**src/rtl/karatsuba_pkg.sv**
```systemverilog
`default_nettype none
// +------------------------------------------------------------------+
// | karatsuba_pkg: shared FSM encodings and step constants           |
// | Rev 1.0                                                          |
// +------------------------------------------------------------------+
package karatsuba_pkg;

  typedef enum logic [1:0] {
    IDLE = 2'd0,
    CALC = 2'd1,
    DONE = 2'd2
  } state_t;

  localparam int unsigned STEPS     = 4;
  localparam logic [1:0]  STEP_LAST = 2'(STEPS - 1);

  // Step 0 -> lo*lo, steps 1/2 -> cross terms, step 3 -> hi*hi.
  function automatic logic [3:0] step_shift(input logic [1:0] step);
    case (step)
      2'd0:    step_shift = 4'd0;
      2'd1,
      2'd2:    step_shift = 4'd4;
      default: step_shift = 4'd8;
    endcase
  endfunction

endpackage
`default_nettype wire

```
**src/rtl/karatsuba_mul_4.sv**
```systemverilog
`default_nettype none
// +------------------------------------------------------------------+
// | karatsuba_mul_4: combinational 4x4 unsigned Karatsuba multiplier |
// | Rev 1.0                                                          |
// +------------------------------------------------------------------+
module karatsuba_mul_4 (
  input  logic [3:0] x,
  input  logic [3:0] y,
  output logic [7:0] p
);

  logic [1:0] xh, xl, yh, yl;
  logic [2:0] xs, ys;
  logic [3:0] z0, z2;
  logic [5:0] zm, z1;

  always_comb begin
    xh = x[3:2];
    xl = x[1:0];
    yh = y[3:2];
    yl = y[1:0];
    z0 = {2'b00, xl} * {2'b00, yl};
    z2 = {2'b00, xh} * {2'b00, yh};
    xs = {1'b0, xh} + {1'b0, xl};
    ys = {1'b0, yh} + {1'b0, yl};
    zm = {3'b000, xs} * {3'b000, ys};
    // Middle term xh*yl + xl*yh recovered from the single sum product.
    z1 = zm - {2'b00, z0} - {2'b00, z2};
    p  = {z2, 4'b0000} + {z1, 2'b00} + {4'b0000, z0};
  end

endmodule
`default_nettype wire

```
**src/rtl/karatsuba_mul_seq_8.sv**
```systemverilog
`default_nettype none
// +------------------------------------------------------------------+
// | karatsuba_mul_seq_8: 8x8 unsigned multiplier, one 4x4 per cycle  |
// | Rev 1.0                                                          |
// +------------------------------------------------------------------+
module karatsuba_mul_seq_8
  import karatsuba_pkg::*;
(
  input  logic        clk,
  input  logic        rst_n,
  input  logic        in_valid,
  output logic        in_ready,
  input  logic [7:0]  a,
  input  logic [7:0]  b,
  output logic        out_valid,
  input  logic        out_ready,
  output logic [15:0] c
);

  state_t      state_q, state_d;
  logic [1:0]  step_q, step_d;
  logic [15:0] acc_q, acc_d;
  logic [7:0]  a_q, a_d;
  logic [7:0]  b_q, b_d;
  logic        in_ready_q, in_ready_d;
  logic        out_valid_q, out_valid_d;

  logic [3:0]  x_sel, y_sel;
  logic [7:0]  pp;

  // Step bit 0 picks the multiplicand nibble, bit 1 the multiplier nibble.
  always_comb begin
    x_sel = step_q[0] ? a_q[7:4] : a_q[3:0];
    y_sel = step_q[1] ? b_q[7:4] : b_q[3:0];
  end

  karatsuba_mul_4 u_mul4 (
    .x (x_sel),
    .y (y_sel),
    .p (pp)
  );

  always_comb begin
    state_d = state_q;
    step_d  = step_q;
    acc_d   = acc_q;
    a_d     = a_q;
    b_d     = b_q;
    case (state_q)
      IDLE: begin
        if (in_valid && in_ready_q) begin
          a_d     = a;
          b_d     = b;
          acc_d   = 16'h0000;
          step_d  = 2'd0;
          state_d = CALC;
        end
      end
      CALC: begin
        acc_d = acc_q + ({8'h00, pp} << step_shift(step_q));
        if (step_q == STEP_LAST) begin
          state_d = DONE;
        end else begin
          step_d = step_q + 2'd1;
        end
      end
      DONE: begin
        if (out_ready) begin
          state_d = IDLE;
        end
      end
      default: state_d = IDLE;
    endcase
    in_ready_d  = (state_d == IDLE);
    out_valid_d = (state_d == DONE);
  end

  always_ff @(posedge clk or negedge rst_n) begin
    if (!rst_n) begin
      state_q     <= IDLE;
      step_q      <= 2'd0;
      acc_q       <= 16'h0000;
      a_q         <= 8'h00;
      b_q         <= 8'h00;
      in_ready_q  <= 1'b1;
      out_valid_q <= 1'b0;
    end else begin
      state_q     <= state_d;
      step_q      <= step_d;
      acc_q       <= acc_d;
      a_q         <= a_d;
      b_q         <= b_d;
      in_ready_q  <= in_ready_d;
      out_valid_q <= out_valid_d;
    end
  end

  assign in_ready  = in_ready_q;
  assign out_valid = out_valid_q;
  assign c         = acc_q;

endmodule
`default_nettype wire

```
**config.mk**
```make
export PLATFORM = sky130hd
export DESIGN_NAME = karatsuba_mul_seq_8
export DESIGN_NICKNAME = d
export VERILOG_FILES = /design/src/rtl/karatsuba_pkg.sv /design/src/rtl/karatsuba_mul_4.sv /design/src/rtl/karatsuba_mul_seq_8.sv
export SDC_FILE = /design/constraint.sdc
export NUM_CORES = 1
export LEC_CHECK = 0
export CORE_MARGIN = 2
export CORE_UTILIZATION = 55
export DETAILED_ROUTE_END_ITERATION = 8
export GPL_ROUTABILITY_DRIVEN = 0
export GPL_TIMING_DRIVEN = 1
export PLACE_DENSITY_LB_ADDON = 0.25
export SYNTH_ARGS = -nofsm -noshare
export SYNTH_HDL_FRONTEND = slang
export SYNTH_SLANG_ARGS = --single-unit
```
**constraint.sdc**
```tcl
create_clock -name clk -period 8.4 [get_ports clk]
set_input_delay 2.1 -clock clk [delete_from_list [all_inputs] [get_ports clk]]
set_output_delay 2.1 -clock clk [all_outputs]
set_load 0.02 [all_outputs]
```
Yosys cells after proc, flatten, opt, wreduce, memory -nomap -nowiden
Cells that the tools add are included. Widths: inputs -> output; s select.

Add/sub/neg operators: 8. Multiply operators: 3. Eq/ne operators: 8. Shifts and indexed selects: 1. Muxes and demuxes: 13. Reduce and logical (&&, ||, !) cells: 9.

Operators with widths (count): $pmux 16 s2 (1); $add 16x16->16 (1); $mux 16 (1); $shl 8x4->16 (1); $mux 4 (3); $sub 6x4->6 (2); $mux 2 (5); $add 8x4->8 (1); $add 8x8->8 (1); $eq 2x2->1 const B (4); $mul 2x2->4 (2); $pmux 4 s2 (1); $add 2x2->3 (2); $logic_not 2->1 (3); $mul 3x3->6 (1); $pmux 2 s3 (1); $eq 2x1->1 const B (2); $ne 2x2->1 const B (2); $pmux 2 s2 (1); $reduce_and 2->1 (2); $reduce_and 3->1 (1); $add 2x1->2 const B (1); $reduce_bool 2->1 (1); $reduce_or 2->1 (1); $logic_and 1x1->1 (1).

Register bits: 38. Input port bits: 20. Output and inout port bits: 18. Word-level logic and storage cells: 49.

Longest topological paths before layout
Depth after elaboration: 10. Mapped depth: 28. Depth with buffers taken out: 27.

By module
A second synthesis with hierarchy kept.

Cells, all modules: 328. Area, all modules: 3225.6 um^2.

Modules (own cells, without submodules): karatsuba_mul_seq_8 (instances 1, cells an instance 250, area each 2462.4 um^2, seq. area each 952.2 um^2); karatsuba_mul_4 (instances 1, cells an instance 78, area each 763.2 um^2, seq. area each 0.0 um^2).

Least setup slack after synthesis
No wires, ideal clock.

Path kind: register to register. From: reg step_q[1]. To: reg acc_q[14] (netlist: c[14]). Setup time: 0.132 ns. Data arrival time: 6.831 ns. Data required time: 8.268 ns. Path slack: 1.437 ns. Cell stages (with the launch flop): 26. Path buffers: 1. Clock period less this slack: 6.963 ns. Path through: dfrtp_1 -> clkbuf_1 -> mux2_2 -> ha_1 -> fa_1 -> and2_1 -> fa_1 -> fa_1 -> fa_1 -> ha_1 -> a21o_1 -> a21oi_1 -> xnor2_1 -> ha_1 -> and3_1 -> a2111oi_2 -> xnor3_1 -> o211a_1 -> ha_1 -> and3_4 -> a221oi_2 -> o21ai_1 -> a211o_1 -> a31oi_1 -> xor2_1 -> o21ai_1.

Longest elaborated chain between the ends: 10. Elaborated cells on any way between the ends: 18. Classes of those cells: 6 x add/sub; 3 x mul; 2 x eq/ne; 1 x shift; 4 x mux; 2 x reduce/logical.

RTL lines: from (decl) (RTL line karatsuba_mul_seq_8.sv:21) `logic [1:0] step_q, step_d;`; from (signal assigned) (RTL line karatsuba_mul_seq_8.sv:89) `step_q <= step_d;`; $mux 4 (RTL line karatsuba_mul_seq_8.sv:34) `y_sel = step_q[1] ? b_q[7:4] : b_q[3:0];`; $add 2x2->3 (RTL line karatsuba_mul_4.sv:25) `ys = {1'b0, yh} + {1'b0, yl};`; $mul 3x3->6 (RTL line karatsuba_mul_4.sv:26) `zm = {3'b000, xs} * {3'b000, ys};`; $sub 6x4->6 (2 in a row) (RTL line karatsuba_mul_4.sv:28) `z1 = zm - {2'b00, z0} - {2'b00, z2};`; $add 8x8->8 (RTL line karatsuba_mul_4.sv:29) `p = {z2, 4'b0000} + {z1, 2'b00} + {4'b0000, z0};`; $add 8x4->8 (RTL line karatsuba_mul_4.sv:29); $shl 8x4->16 (*) (RTL line karatsuba_mul_seq_8.sv:60) `acc_d = acc_q + ({8'h00, pp} << step_shift(step_q));`; $add 16x16->16 (*) (RTL line karatsuba_mul_seq_8.sv:60); $pmux 16 s2 (*) (RTL line karatsuba_mul_seq_8.sv:49) `case (state_q)`; to (signal assigned) (RTL line karatsuba_mul_seq_8.sv:82) `acc_q <= 16'h0000;`; to (signal assigned) (RTL line karatsuba_mul_seq_8.sv:90) `acc_q <= acc_d;`; to (decl) (RTL line karatsuba_mul_seq_8.sv:22) `logic [15:0] acc_q, acc_d;`.

Every way passes the cells marked *; elsewhere a longest branch is shown, timed or not. The select of a mux whose other input is x is not followed. A chain may end at the register's enable or synchronous reset.

Worst setup path after layout
Ends and elaborated chain as after synthesis.

==> metrics.yaml <==
critical_path:
  critPathMaxStageDelay_ns: 0.52
  critical_path_class: "flop to flop"
  r2r_slack_ns: 1.14
  crit_required_ns: 8.55
  end_kind: "flop"
  crit_path_top_delay_cell: "fa_1"
  rr_endpoint: "c[14]$_DFFE_PN0P_"
  reg2regPathDepth: 26
  crit_fanout: 6
  cp_common_cell: "ha_1"
  timing.rr.start: "step_q[1]$_DFFE_PN0P_"
  critical_path_arrival_ns: 7.41
  start_kind: "flop"
  crit_buf_inv: 2
  path_delay_family: "adder cells"
clocking:
  cts_root_buffer: "clkbuf_8"
  cts_tree: "done"
  numCtsBuffers: 5
  post_cts_buffers: 0
  cts_hold_buf: 0
  worst_skew_pair.late_latency_ns: 0.29
  path_clk_slew_ns: 0.08
  cts.htree.levels: 2
  ctsResizeCount: 0
  clkSinkCount: 38
  cts_buffer_depth: 2
synth:
  synth_top_area_cell: "dfrtp_1"
  synth-main-ff-cell: "dfrtp_1"
  synth_edf_count: 0
  synthTopCellsByArea: "dfrtp_1 (29%), ha_1 (14%), fa_1 (7.5%), mux2_2 (6.7%), nand2_1 (3.6%)"
  synth_nets: 401
  yosys_warnings: 0
  yosysUniqueCellTypes: 47
  synthCells: 333
  synth.top_cell.area_share: 0.2899
  synth-seq-cells: 38
  async_reset_ff_frac: 1.000
  avgSynthCellArea_um2: 9.593
  mappedNetlistArea_mm2: 0.003194
  yosysSeqAreaShare: 0.2981
grt:
  grtUsageTotal: 0.2260
  grt_max_degree: 39
  grt_pass1_wl_um: 11420
  grt_pass1_vias: 2486
  grt_overflow: 0
  antenna_found_initial: 0
floorplan:
  fp.coreArea_mm2: 0.005574
  ioPinCount: 38
  rows: 27
  dieArea_mm2: 0.006434
  start_util: 0.5731
  die_h_um: 80.21
  die_w_um: 80.21
detailed_routing:
  num_vias: 2478
  drt-total-wl_um: 6718
  remaining_drc_errors: 0
  vias_per_cell: 5.632
  drt-initial-drc-count: 110
  ant_nets: 0
  wire_per_inst_um: 15.27
  dr.pass1.iters: 4
placed_design:
  place_hpwl_um: 5366
  io_buffer_count: 37
  pre_cts_ws_ns: 1.156
sta:
  tightest_slew_ns: 0.9032
  finalSetupTns_ns: 0
  whs_ns: 0.5121
  timing.final.crit_share: 0.8638
  hold_viol_final: 0
  fmax_mhz: 137.8
  fin_worst_skew_ns: 0.007188
  post-route-min-period_ns: 7.256
  slew_headroom: 0.3979
  drv_slew: 0
  setup_ws_ns: 1.144
  grt_setup_unrepaired: "no"
  setup_violations: 0
flow_run:
  max_cap_violations: 0
hold_path:
  min-delay-start: "a_q[4]$_DFFE_PN0P_"
  min_path_type: "flop to flop"
  holdPathStages: 1
  min_to: "a_q[4]$_DFFE_PN0P_"
layout:
  drive_above_1_share: 0.1060
  syn_to_final_growth_pct: 17.43
  fin_util: 0.6730
  nets: 435
  diodes: 0
  n_fill_cell: 454
  multiInputGateArea_mm2: 0.002086
  seq_area_um2: 952.2
outcome:
  status: "complete, no violations"
## cells by family (layout without fill, tap and decap cells)
family | Yosys count | in the layout | synth area share
DFF | 38 | 38 | 0.2981
muxes | 28 | 28 | 0.09518
and+or+nand+nor | 87 | 87 | 0.1277
buffers and inverters | 41 | 76 | 0.05053
AOI/OAI and AO/OA | 73 | 73 | 0.1586
adders and majority gates | 48 | 48 | 0.2162
xor gates and xnor gates | 18 | 18 | 0.05366
## cell usage after synthesis (2+ instances only)
cell type  number
a21oi_1        14
ha_1           36
mux2i_1         9
xor2_1          8
o21bai_1        3
dfrtp_1        37
a211oi_1        7
mux2_2         19
nor2b_1         4
fa_1           12
xnor2_1         9
a21o_1         10
o21ai_1         2
nand2_1        31
a32o_1          2
o21ai_0        10
nor3_1          5
nand2b_1        4
a31oi_1         2
and2_1         11
clkbuf_1       10
and3_1          2
nor2_1         24
inv_1          30
o22ai_1         9
a21boi_0        2
## placed cells by master (no fill, tap or decap), types with 2 or more instances in the layout
cell type,count
dfrtp_1,37
ha_1,36
clkdlybuf4s50_1,36
nand2_1,31
inv_1,30
nor2_1,24
mux2_2,19
a21oi_1,14
fa_1,12
and2_1,11
a21o_1,10
o21ai_0,10
mux2i_1,9
xnor2_1,9
o22ai_1,9
xor2_1,8
a211oi_1,7
clkbuf_8,5
nand2b_1,4
nor2b_1,4
nor3_1,4
o21bai_1,3
a32o_1,2
and3_1,2
o21ai_1,2
a31oi_1,2
a21boi_0,2
bufinv_16,2
## metrics by stage
step	instances	instance area, µm²
after floorplan	333	3194
after global placement	432	3613
after detailed placement	432	3613
after CTS	440	3751
after global routing	440	3751
final	440	3751
## routing by layer
metal | vias to the layer above | share of wire | GRT usage
li1 | 1230 | - | -
met1 | 1197 | 0.49 | 0.3194
met2 | 44 | 0.46 | 0.3608
met3 | 7 | 0.038 | 0.03483
met4 | 0 | 0.011 | 0.06271
met5 | - | 0 | 0
## final cells by class
type | count | share of cell area
Multi-Input combinational cell | 254 | 0.5560
Timing Repair Buffer | 38 | 0.09940
Clock buffer | 5 | 0.01835
Tap cell | 72 | 0.02402
Inverter | 30 | 0.03002
Sequential cell | 38 | 0.2538
Clock inverter | 3 | 0.01835
## worst max path at each step
stage                          start                 to  depth (start not counted)
6_report       step_q[1]$_DFFE_PN0P_  c[14]$_DFFE_PN0P_                         26
5_1_grt        step_q[1]$_DFFE_PN0P_  c[14]$_DFFE_PN0P_                         26
4_1_cts        step_q[1]$_DFFE_PN0P_  c[14]$_DFFE_PN0P_                         24
3_5_place_dp   step_q[1]$_DFFE_PN0P_  c[14]$_DFFE_PN0P_                         24
2_1_floorplan  step_q[1]$_DFFE_PN0P_  c[14]$_DFFE_PN0P_                         25
3_3_place_gp   step_q[1]$_DFFE_PN0P_  c[14]$_DFFE_PN0P_                         24
## flip-flops by register name, summed over array words and instances (netlist names)
signal,flops
state_q,2
step_q,2
a_q,8
in_ready,1
out_valid,1
b_q,8
c,16
Power is not shown: default switching activity piles up to over one toggle a cycle in this logic, so the estimate is an artifact.
